File: src/rtl/pipeline_pkg.sv
`default_nettype none
// ============================================================================
// Module      : pipeline_pkg
// Description : Shared pipeline definitions: write-back source encodings,
//               default datapath/register-address widths, zero-register index.
// Revision    : 1.0 - initial release
// ============================================================================
package pipeline_pkg;

  // Default datapath and register-address widths
  localparam int DATA_W = 16;
  localparam int ADDR_W = 4;

  // Architectural zero register index
  localparam int REG_ZERO = 0;

  // Write-back source select encodings
  localparam logic [1:0] WB_SEL_ALU   = 2'b00;
  localparam logic [1:0] WB_SEL_MEM   = 2'b01;
  localparam logic [1:0] WB_SEL_SHIFT = 2'b10;
  localparam logic [1:0] WB_SEL_LINK  = 2'b11;

endpackage : pipeline_pkg
`default_nettype wire

File: src/rtl/wb_select_mux.sv
`default_nettype none
// ============================================================================
// Module      : wb_select_mux
// Description : 4:1 write-back source multiplexer (ALU, memory, shifter,
//               link PC). Purely combinational.
// Revision    : 1.0 - initial release
// ============================================================================
module wb_select_mux
  import pipeline_pkg::*;
#(
  parameter int DATA_W = pipeline_pkg::DATA_W
) (
  input  logic [1:0]        write_back,
  input  logic [DATA_W-1:0] ALU_output,
  input  logic [DATA_W-1:0] read_data_memory,
  input  logic [DATA_W-1:0] shift_output,
  input  logic [DATA_W-1:0] link_pc,
  output logic [DATA_W-1:0] wb_data
);

  // Pick the write-back value from the source named by write_back
  always_comb begin
    wb_data = ALU_output;
    case (write_back)
      WB_SEL_ALU:   wb_data = ALU_output;
      WB_SEL_MEM:   wb_data = read_data_memory;
      WB_SEL_SHIFT: wb_data = shift_output;
      WB_SEL_LINK:  wb_data = link_pc;
      default:      wb_data = ALU_output;
    endcase
  end

endmodule : wb_select_mux
`default_nettype wire

File: src/rtl/wb_regfile.sv
`default_nettype none
// ============================================================================
// Module      : wb_regfile
// Description : Write-back stage and 2^ADDR_W x DATA_W architectural register
//               file with two asynchronous read ports, hardwired-zero R0 and
//               a wrapping 16-bit committed-write counter.
//               Optional macro WB_REGFILE_BYPASS_EN: when defined, a read of
//               the register being committed this cycle returns wb_data
//               (write-through); otherwise reads return stored contents.
// Revision    : 1.0 - initial release
// ============================================================================
module wb_regfile
  import pipeline_pkg::*;
#(
  parameter int DATA_W = pipeline_pkg::DATA_W,
  parameter int ADDR_W = pipeline_pkg::ADDR_W
) (
  input  logic              clk,
  input  logic              reset,
  input  logic [1:0]        write_back,
  input  logic [DATA_W-1:0] link_pc,
  input  logic [ADDR_W-1:0] write_address,
  input  logic [DATA_W-1:0] ALU_output,
  input  logic [DATA_W-1:0] shift_output,
  input  logic [DATA_W-1:0] read_data_memory,
  input  logic              RegWrite,
  input  logic [ADDR_W-1:0] rd_addr_a,
  input  logic [ADDR_W-1:0] rd_addr_b,
  output logic [DATA_W-1:0] rd_data_a,
  output logic [DATA_W-1:0] rd_data_b,
  output logic [DATA_W-1:0] wb_data,
  output logic [15:0]       wb_count
);

  localparam int              C_NUM_REGS = 1 << ADDR_W;
  localparam logic [ADDR_W-1:0] C_ZERO_ADDR = ADDR_W'(REG_ZERO);

  logic [DATA_W-1:0] r_regs [C_NUM_REGS];
  logic [15:0]       r_wb_count;
  logic [DATA_W-1:0] w_wb_data;
  logic              w_commit;
  logic [DATA_W-1:0] w_rd_a;
  logic [DATA_W-1:0] w_rd_b;

  wb_select_mux #(
    .DATA_W (DATA_W)
  ) u_wb_select_mux (
    .write_back       (write_back),
    .ALU_output       (ALU_output),
    .read_data_memory (read_data_memory),
    .shift_output     (shift_output),
    .link_pc          (link_pc),
    .wb_data          (w_wb_data)
  );

  // Writes to R0 are discarded; reset priority is applied in the register process
  assign w_commit = RegWrite && (write_address != C_ZERO_ADDR);

  // Register storage: clear on reset, otherwise commit the write-back value
  always_ff @(posedge clk) begin
    if (reset) begin
      for (int i = 0; i < C_NUM_REGS; i++) begin
        r_regs[i] <= '0;
      end
    end else if (w_commit) begin
      r_regs[write_address] <= w_wb_data;
    end
  end

  // Committed-write counter; wraps silently at 0xFFFF
  always_ff @(posedge clk) begin
    if (reset) begin
      r_wb_count <= '0;
    end else if (w_commit) begin
      r_wb_count <= r_wb_count + 16'd1;
    end
  end

  // Read ports: stored contents, optional write-through, R0 forced to zero
  always_comb begin
    w_rd_a = r_regs[rd_addr_a];
    w_rd_b = r_regs[rd_addr_b];
`ifdef WB_REGFILE_BYPASS_EN
    // A write being lost to reset must not be forwarded either
    if (w_commit && !reset && (rd_addr_a == write_address)) begin
      w_rd_a = w_wb_data;
    end
    if (w_commit && !reset && (rd_addr_b == write_address)) begin
      w_rd_b = w_wb_data;
    end
`endif
    if (rd_addr_a == C_ZERO_ADDR) begin
      w_rd_a = '0;
    end
    if (rd_addr_b == C_ZERO_ADDR) begin
      w_rd_b = '0;
    end
  end

  assign rd_data_a = w_rd_a;
  assign rd_data_b = w_rd_b;
  assign wb_data   = w_wb_data;
  assign wb_count  = r_wb_count;

endmodule : wb_regfile
`default_nettype wire

File: config.mk
export PLATFORM = sky130hd
export DESIGN_NAME = wb_regfile
export DESIGN_NICKNAME = d
export VERILOG_FILES = /design/src/rtl/pipeline_pkg.sv /design/src/rtl/wb_select_mux.sv /design/src/rtl/wb_regfile.sv
export SDC_FILE = /design/constraint.sdc
export NUM_CORES = 1
export LEC_CHECK = 0
export BUFFER_PORTS_ARGS = -buffer_cell sky130_fd_sc_hd__buf_4
export CAP_MARGIN = 20
export CORE_UTILIZATION = 60
export CTS_CLUSTER_DIAMETER = 50
export DETAILED_ROUTE_END_ITERATION = 8
export PLACE_DENSITY = 0.81
export SYNTH_ARGS = -nofsm -noshare
export SYNTH_HDL_FRONTEND = slang
export SYNTH_HIERARCHICAL = 1
export SYNTH_SLANG_ARGS = --single-unit
File: constraint.sdc
create_clock -name clk -period 3.3 [get_ports clk]
set_input_delay 0.165 -clock clk [delete_from_list [all_inputs] [get_ports clk]]
set_output_delay 0.165 -clock clk [all_outputs]
set_load 0.01 [all_outputs]
Word level (Yosys, flattened, before mapping)
Memory sizes are Yosys's and may differ from the RTL's.
Index checks and enable logic that the tools add are counted.
{"block": "word_totals", "register_bits": 16, "mem_bits_rw": 256, "elab_cells": 23, "output_inout_bits": 64, "mem_count": 1}
{"block": "op_classes", "muxes": 11, "add_sub_neg": 1, "n_eq_ne": 3, "reduce_logical": 6}
{"memory": "r_regs", "depth": 16, "word_bits": 16, "rd": 2, "rd_ports_with_merged_regs": 0, "wr": 16, "line_no": "wb_regfile.sv:38", "rtl": "logic [DATA_W-1:0] r_regs [C_NUM_REGS];"}
{"op": "$pmux 16 s4", "count": 1}
{"op": "$mux 16", "count": 3}
{"op": "$add 16x1->16 const B", "count": 1}
{"op": "$reduce_or 16->1", "count": 1}
{"op": "$logic_not 4->1", "count": 2}
{"op": "$mux 1", "count": 6}
{"op": "$eq 2x2->1 const B", "count": 2}
{"op": "$mux 4", "count": 1}
{"op": "$reduce_bool 4->1", "count": 1}
{"op": "$eq 2x1->1 const B", "count": 1}
{"op": "$logic_not 2->1", "count": 1}
{"op": "$logic_and 1x1->1", "count": 1}

Logic depth before layout (Yosys ltp)
Gate-level depths: netlist (run 1).
{"block": "logic_depth", "word_depth": 7, "mapped_depth": 7, "mapped_depth_nobuf": 5}

Modules after synthesis
Netlist (run 1), hierarchy kept.
{"mod": "wb_regfile", "area_per_inst_um2": 13646.8, "cells_each": 1019, "seq_area_each_um2": 7557.2, "instances": 1}
{"mod": "wb_select_mux", "area_per_inst_um2": 424.2, "cells_each": 20, "seq_area_each_um2": 0.0, "instances": 1}

Worst setup path before layout (run 1)
No wires, ideal clock.
{"block": "synth_path", "kind": "register to register", "start": "register r_wb_count[3] (netlist: wb_count[3])", "end": "register r_wb_count[15] (netlist: wb_count[15])", "arrival_ps": 1798, "path_stages_with_launch": 6, "path_buffers": 1, "slack_ps": 1431, "path_cell_list": "dfxtp_1 -> nand4_1 -> or4_1 -> buf_2 -> or4_1 -> a21oi_1"}
{"block": "synth_via", "elab_chain_cells": 1}
{"item": "start: declaration", "line_no": "wb_regfile.sv:39", "rtl": "logic [15:0] r_wb_count;"}
{"item": "start signal: assignment", "line_no": "wb_regfile.sv:75", "rtl": "r_wb_count <= r_wb_count + 16'd1;"}
{"item": "$add 16x1->16", "line_no": "wb_regfile.sv:75"}
No other way between the ends.
A chain may end at the register's enable or synchronous reset.

Worst setup path after layout (run 1)
{"block": "layout_path", "start": "input rd_addr_b[1]", "end": "output rd_data_b[12]"}
{"block": "layout_via", "elab_chain_cells": 2, "elab_cells_between_ends": 3, "classes_between": "1 x mux; 1 x reduce/logical; 1 x memory"}
{"item": "start: declaration", "line_no": "wb_regfile.sv:28", "rtl": "input logic [ADDR_W-1:0] rd_addr_b,"}
{"item": "$mem_v2 16x16 / $logic_not 4->1 (equally long branches)"}
{"item": "$mux 16 *", "line_no": "wb_regfile.sv:95", "rtl": "if (rd_addr_b == C_ZERO_ADDR) begin"}
{"item": "end: declaration", "line_no": "wb_regfile.sv:30", "rtl": "output logic [DATA_W-1:0] rd_data_b,"}
Mark *: on every way between the ends. The rest lies on a longest branch, timed or not.

==> flow_metrics.env, run 1 <==
export IMPL_critPathCaptureType="primary output"
export IMPL_status="complete, no violations"
export IMPL_dpl_cell_area_um2=15400
export IMPL_whs_ps=58.6
export IMPL_cts_buffer_depth=3
export IMPL_critical_path_max_fanout=30
export IMPL_skew_ps=8.39
export IMPL_cts_tree="built"
export IMPL_r2r_start="wb_count[2]$_SDFFE_PP0P_"
export IMPL_start_util_pct=61.6
export IMPL_multi_input_area_um2=6110
export IMPL_crit_end="rd_data_b[12]"
export IMPL_syn_nets=1121
export IMPL_postSynthAreaPerCell_um2=13.5
export IMPL_core_area_um2=22800
export IMPL_synthCells=1039
export IMPL_dpl_hpwl_mm=24.9
export IMPL_synth_warnings=6
export IMPL_fin_cells=1487
export IMPL_grt_ovfl_total=0
export IMPL_synth_edf_count=241
export IMPL_synthToLayoutAreaGrowth_pct=16.1
export IMPL_worst_hold_path_type="in -> reg"
export IMPL_holdPathStages=4
export IMPL_power_w=0.00814
export IMPL_ys_seq_area_share_pct=53.7
export IMPL_tightest_slew_ps=1180
export IMPL_netlist_area_um2=14100
export IMPL_rrSetupSlack_ps=1240
export IMPL_final_hold_viol_count=0
export IMPL_io_pins=145
export IMPL_power_density_nw_per_um2=498
export IMPL_path_cells="buf_4 -> buf_12 -> mux2i_1 -> o22ai_1 -> a2111oi_0 -> a21oi_1 -> buf_4"
export IMPL_synth_top_cells_by_area="edfxtp_1, mux4_2, and2_1"
export IMPL_cts_buffers_inserted=28
export IMPL_cap_violations=0
export IMPL_wl_per_cell_um=27.0
export IMPL_n_antenna_cell=0
export IMPL_htreeDepth=1
export IMPL_regArea_um2=7560
export IMPL_final_fill_count=1540
export IMPL_cp_required_ps=3130
export IMPL_die_w_um=155
export IMPL_worstSetupPathType="in -> out"
export IMPL_drcViolationCount=0
export IMPL_r2r_end="wb_count[15]$_SDFFE_PP0P_"
export IMPL_path_buf_inv=3
export IMPL_synth_seq_cells=257
export IMPL_path_common_cell="buf_4"
export IMPL_setup_viol=0
export IMPL_rr_worst_depth=4
export IMPL_cts_root_buf="clkbuf_16"
export IMPL_leakage_nw=6.12
export IMPL_rows=55
export IMPL_grt_start_max_net_pins=48
export IMPL_setup_tns_final_ps=0
export IMPL_ys_async_sr_fraction_pct=0
export IMPL_slew_headroom_pct=21.3
export IMPL_drtPass1Iterations=5
export IMPL_worst_ep_arrival_time_ps=2370
export IMPL_io_buffers=144
export IMPL_crit_cells=7
export IMPL_grt_setup_unrepaired="no"
export IMPL_dr_first_iter_drc_count=1171
export IMPL_synth_cell_types=43
export IMPL_die_y_um=155
export IMPL_drive_gt1_share_pct=28.3
export IMPL_place_gp_congestion=0.863
export IMPL_antenna_found_initial=1
export IMPL_ant_nets=0
export IMPL_fin_crit_ps=2540
export IMPL_start_kind="input port"
export IMPL_synth_ff_type="edfxtp_1"
export IMPL_clkLatencyLatePin_ps=540
export IMPL_fin_crit_sh_pct=76.9
export IMPL_clk_pin_slew_ps=50
export IMPL_drv_slew=0
export IMPL_drt_wl_total_mm=40.1
export IMPL_synth_top_cell_area_share_pct=51.4
export IMPL_irDropWorstVdd_v=0.000471
export IMPL_startpoint="rd_addr_b[1]"
export IMPL_crit_slowest_cell="a2111oi_0"
export IMPL_grt_pass1_wl_mm=58.8
export IMPL_max_freq_mhz=394
export IMPL_num_vias=9819
export IMPL_cp_top_family="buffers and inverters"
export IMPL_grt_usage_pct=33.6
export IMPL_cp_slowest_stage_delay_ps=770
export IMPL_die_area_um2=24100
export IMPL_fin_nets=1234
export IMPL_synth_top_cell_by_area="edfxtp_1"
export IMPL_placed_cells=1434
export IMPL_grt_pass1_vias=9723
export IMPL_fin_area_um2=16300
export IMPL_vias_per_cell=6.60
export IMPL_cts_sinks=257
==> cell families after synthesis <==
| kind of cell | after synthesis | share of synthesized area (%) |
|---|---|---|
| buffers and inverters | 97 | 2.96 |
| other | 1 | 0.0267 |
| flip-flops | 257 | 53.7 |
| multiplexers | 207 | 22.4 |
| XOR/XNOR | 6 | 0.373 |
| adder cells (fa/ha/maj) | 1 | 0.0889 |
| AO/OA/AOI/OAI | 131 | 6.14 |
| AND/OR/NAND/NOR | 339 | 14.3 |
==> tightest hold or removal path, stage by stage <==
cell and delay, ps:
buf_4 120, o41ai_2 110, xor2_1 80, nor2_1 70
==> registers in the layout (all words and copies together) (netlist names) <==
signal and cells:
wb_count 16, r_regs 241
==> cells in the final DEF (no fill, tap or decap), types with 2 or more instances in the layout <==
master,instances
nand2b_1,4
or3_1,7
mux4_1,6
clkinv_1,6
a22oi_1,16
bufinv_16,3
a211oi_1,2
nand3b_1,2
inv_6,2
nand2_1,9
mux2i_1,108
clkbuf_1,2
inv_1,5
or4_1,3
nor3_1,4
o21ai_0,10
nand4_1,3
clkinvlp_4,2
mux2_2,16
nor3_2,3
o22ai_1,14
or2_2,15
dfxtp_1,16
a2111oi_0,14
edfxtp_1,241
buf_4,173
xnor2_1,5
a221o_1,15
nor2_1,35
nand3_1,5
clkbuf_16,29
a21oi_1,56
nor2b_1,3
o31ai_1,2
clkinv_2,7
and2_1,241
mux4_2,77
==> cells in the mapped netlist, drive strengths merged, types with 2 or more instances <==
| cell | count |
|---|---|
| a2111oi | 14 |
| mux4 | 83 |
| or4 | 3 |
| and2 | 241 |
| nor3 | 7 |
| a221o | 15 |
| a21oi | 56 |
| or3 | 8 |
| inv | 5 |
| a211oi | 2 |
| o21ai | 10 |
| nand4 | 3 |
| nand2 | 10 |
| o31ai | 2 |
| nor2 | 35 |
| nand3 | 5 |
| edfxtp | 241 |
| nor2b | 3 |
| buf | 35 |
| clkbuf | 57 |
| a22oi | 16 |
| xnor2 | 5 |
| or2 | 15 |
| o22ai | 14 |
| dfxtp | 16 |
| nand3b | 2 |
| mux2i | 108 |
| mux2 | 16 |
| nand2b | 4 |
==> layout make-up <==
class	count	area share (%)
Timing Repair Buffer	175	8.14
Sequential cell	257	46.3
Multi-Input combinational cell	685	37.4
Clock buffer	31	4.49
Clock inverter	21	1.17
Inverter	5	0.115
Tap cell	313	2.40
==> through the flow <==
stage | setup WS (ps) | utilization, %
2_1_floorplan | 1430 | -
3_3_place_gp | 883 | 67.4
3_5_place_dp | 869 | 67.4
4_1_cts | 845 | 71.5
5_1_grt | 590 | 71.5
6_report | 763 | 71.5
==> power breakdown <==
| part | internal (W) | switching [W] |
|---|---|---|
| registers | 0.00375 | 0.000106 |
| logic | 0.000500 | 0.000633 |
| clock network | 0.00184 | 0.00131 |
==> worst min path at each step <==
stage,endpoint,startpoint,slack (ps)
finish,wb_count[0]$_SDFFE_PP0P_,RegWrite,60
global route,wb_count[0]$_SDFFE_PP0P_,RegWrite,90
CTS,wb_count[0]$_SDFFE_PP0P_,RegWrite,40
detailed placement,wb_count[15]$_SDFFE_PP0P_,wb_count[15]$_SDFFE_PP0P_,470
global placement,wb_count[15]$_SDFFE_PP0P_,wb_count[15]$_SDFFE_PP0P_,470
floorplan,r_regs[0][14]$_SDFFCE_PN0P_,reset,360
==> metal layers <==
metal | up-vias | global-route usage [%] | part of all wire [%]
met2 | 718 | 54.6 | 48
li1 | 4184 | - | -
met5 | - | 0 | 0.027
met1 | 4790 | 44.9 | 36
met4 | 2 | 13.3 | 3.5
met3 | 125 | 6.52 | 12
==> timing repair <==
item	in CTS	in global routing
endpoints found under the hold margin	1	0
gates resized for setup	0	0
hold buffers	1	0
setup buffers	0	0
Power figures use the tool's default switching activity.
==> run 2: changes to the inputs <==
clock period = 2.4 ns   (was 3.3 ns; I/O delays follow)
==> run 2 against run 1 <==
First-iteration DRC count increased by 5.9%; worst setup slack got worse by 680 ps; clock-buffer cell count increased by 1; non-clock buffer count increased by 11; core utilization increased by 0.43 points; final cell count increased by 0.47%; sequential share of layout area decreased by 0.27 points; clock skew decreased by 3.6 ps; worst hold slack improved by 9.2 ps; critical endpoint is now rd_data_b[2]; largest power group unchanged.
==> flow_metrics.env, run 2 (synthesized netlist as in run 1, its figures left out) <==
export IMPL_tightest_slew_ps=685
export IMPL_fin_crit_sh_pct=96.4
export IMPL_htreeDepth=1
export IMPL_n_antenna_cell=0
export IMPL_cts_resized_gates=0
export IMPL_whs_ps=67.8
export IMPL_pwr_share_clk_pct=37.7
export IMPL_worst_hold_path_type="in -> reg"
export IMPL_io_pins=145
export IMPL_fin_cells=1494
export IMPL_start_util_pct=61.6
export IMPL_cts_buffer_depth=3
export IMPL_die_area_um2=24100
export IMPL_switchingPower_w=0.00280
export IMPL_fin_crit_ps=2310
export IMPL_drv_slew=0
export IMPL_drcViolationCount=0
export IMPL_leakage_nw=6.17
export IMPL_setup_tns_final_ps=0
export IMPL_final_hold_viol_count=0
export IMPL_critical_path_max_fanout=2
export IMPL_cts_root_buf="clkbuf_16"
export IMPL_p_int_w=0.00823
export IMPL_drtPass1Iterations=5
export IMPL_grt_setup_unrepaired="no"
export IMPL_grt_ovfl_total=0
export IMPL_final_fill_count=1567
export IMPL_clk_pin_slew_ps=60
export IMPL_clkLatencyLatePin_ps=550
export IMPL_start_kind="register"
export IMPL_core_area_um2=22800
export IMPL_num_vias=9827
export IMPL_grt_pass1_wl_mm=58.8
export IMPL_grt_usage_pct=33.6
export IMPL_cp_required_ps=2280
export IMPL_irDropWorstVdd_v=0.000712
export IMPL_drive_gt1_share_pct=28.6
export IMPL_cap_violations=0
export IMPL_die_w_um=155
export IMPL_place_gp_congestion=0.845
export IMPL_dr_first_iter_drc_count=1240
export IMPL_cts_hold_buf=2
export IMPL_power_density_nw_per_um2=671
export IMPL_slew_headroom_pct=53.2
export IMPL_setup_viol=0
export IMPL_status="complete, no violations"
export IMPL_drt_wl_total_mm=39.5
export IMPL_power_frac_seq_pct=48.0
export IMPL_max_freq_mhz=432
export IMPL_worst_ep_arrival_time_ps=2190
export IMPL_placed_cells=1444
export IMPL_largest_register="r_regs"
export IMPL_power_w=0.0110
export IMPL_skew_ps=4.84
export IMPL_worstSetupPathType="reg -> out"
export IMPL_cts_tree="built"
export IMPL_ant_nets=0
export IMPL_cts_buffers_inserted=28
export IMPL_final_cell_mix="and2_1, edfxtp_1, buf_4"
export IMPL_vias_per_cell=6.58
export IMPL_grt_pass1_vias=9819
export IMPL_antenna_found_initial=0
export IMPL_cts_setup_buffers=0
export IMPL_wl_per_cell_um=26.4
export IMPL_io_buffers=144
export IMPL_largest_reg_flops=241
export IMPL_fin_nets=1245
export IMPL_cts_sinks=257
export IMPL_die_y_um=155
export IMPL_combPwrFrac_pct=14.3
export IMPL_synthToLayoutAreaGrowth_pct=16.8
export IMPL_dpl_hpwl_mm=25.7
export IMPL_swShare_pct=25.4
export IMPL_rows=55
export IMPL_grt_start_max_net_pins=39
export IMPL_critPathCaptureType="primary output"
## run 2: cell count changes in the layout (fill, tap and decap cells not counted), sizes merged
cell	before	now
clkbuf	31	32
bufinv	3	2
clkinv	13	10
dlygate4sd3	1	2
buf	174	184
clkinvlp	2	1
## run 2: area by class of cell
type	instances	area (um^2)	share of cell area, %
sequential	257	7560	46.0
multi-input combinational	685	6110	37.2
timing repair buffer	186	1480	8.99
clock buffer	32	716	4.36
tap	313	392	2.38
clock inverter	16	159	0.967
inverter	5	18.8	0.114
## run 2: through the flow
stage / worst slack, ps / instance area (um^2) / util [%]
2_1_floorplan: 531 / 14100 / -
3_3_place_gp: 396 / 15500 / 68.0
3_5_place_dp: 377 / 15500 / 68.0
4_1_cts: 115 / 16400 / 71.9
5_1_grt: 24.7 / 16400 / 71.9
6_report: 87.0 / 16400 / 71.9
## run 2: critical path, stage by stage, from the launching register on
cell	delay, ps
edfxtp_1	410
mux4_2	490
mux2i_1	430
a21oi_1	150
buf_4	170
## run 2: power groups by stage
stage                     Combinational, W  Clock, W  Sequential (W)
after CTS                          0.00156   0.00416         0.00529
final                              0.00158   0.00416         0.00529
after detailed placement           0.00155         0         0.00538
after floorplan                   0.000928         0         0.00532
after global placement             0.00153         0         0.00536
after global routing               0.00166   0.00431         0.00532
## run 2: path summary, 6_finish.rpt
kind,end,startpoint,slack (ps),cells after the start
setup reg to reg,wb_count[15]$_SDFFE_PP0P_,wb_count[2]$_SDFFE_PP0P_,350,4
setup / recovery,rd_data_b[2],r_regs[15][2]$_SDFFCE_PN0P_,90,4
hold / removal,wb_count[1]$_SDFFE_PP0P_,write_address[0],70,4
hold reg to reg,wb_count[14]$_SDFFE_PP0P_,wb_count[14]$_SDFFE_PP0P_,510,2
## run 2: routing by layer
metal	share of wire, %	track usage [%]	vias to the layer above
li1	-	-	4203
met1	38	45.2	4913
met2	49	55.3	626
met3	11	6.77	85
met4	2.5	11.0	0
met5	0	0	-
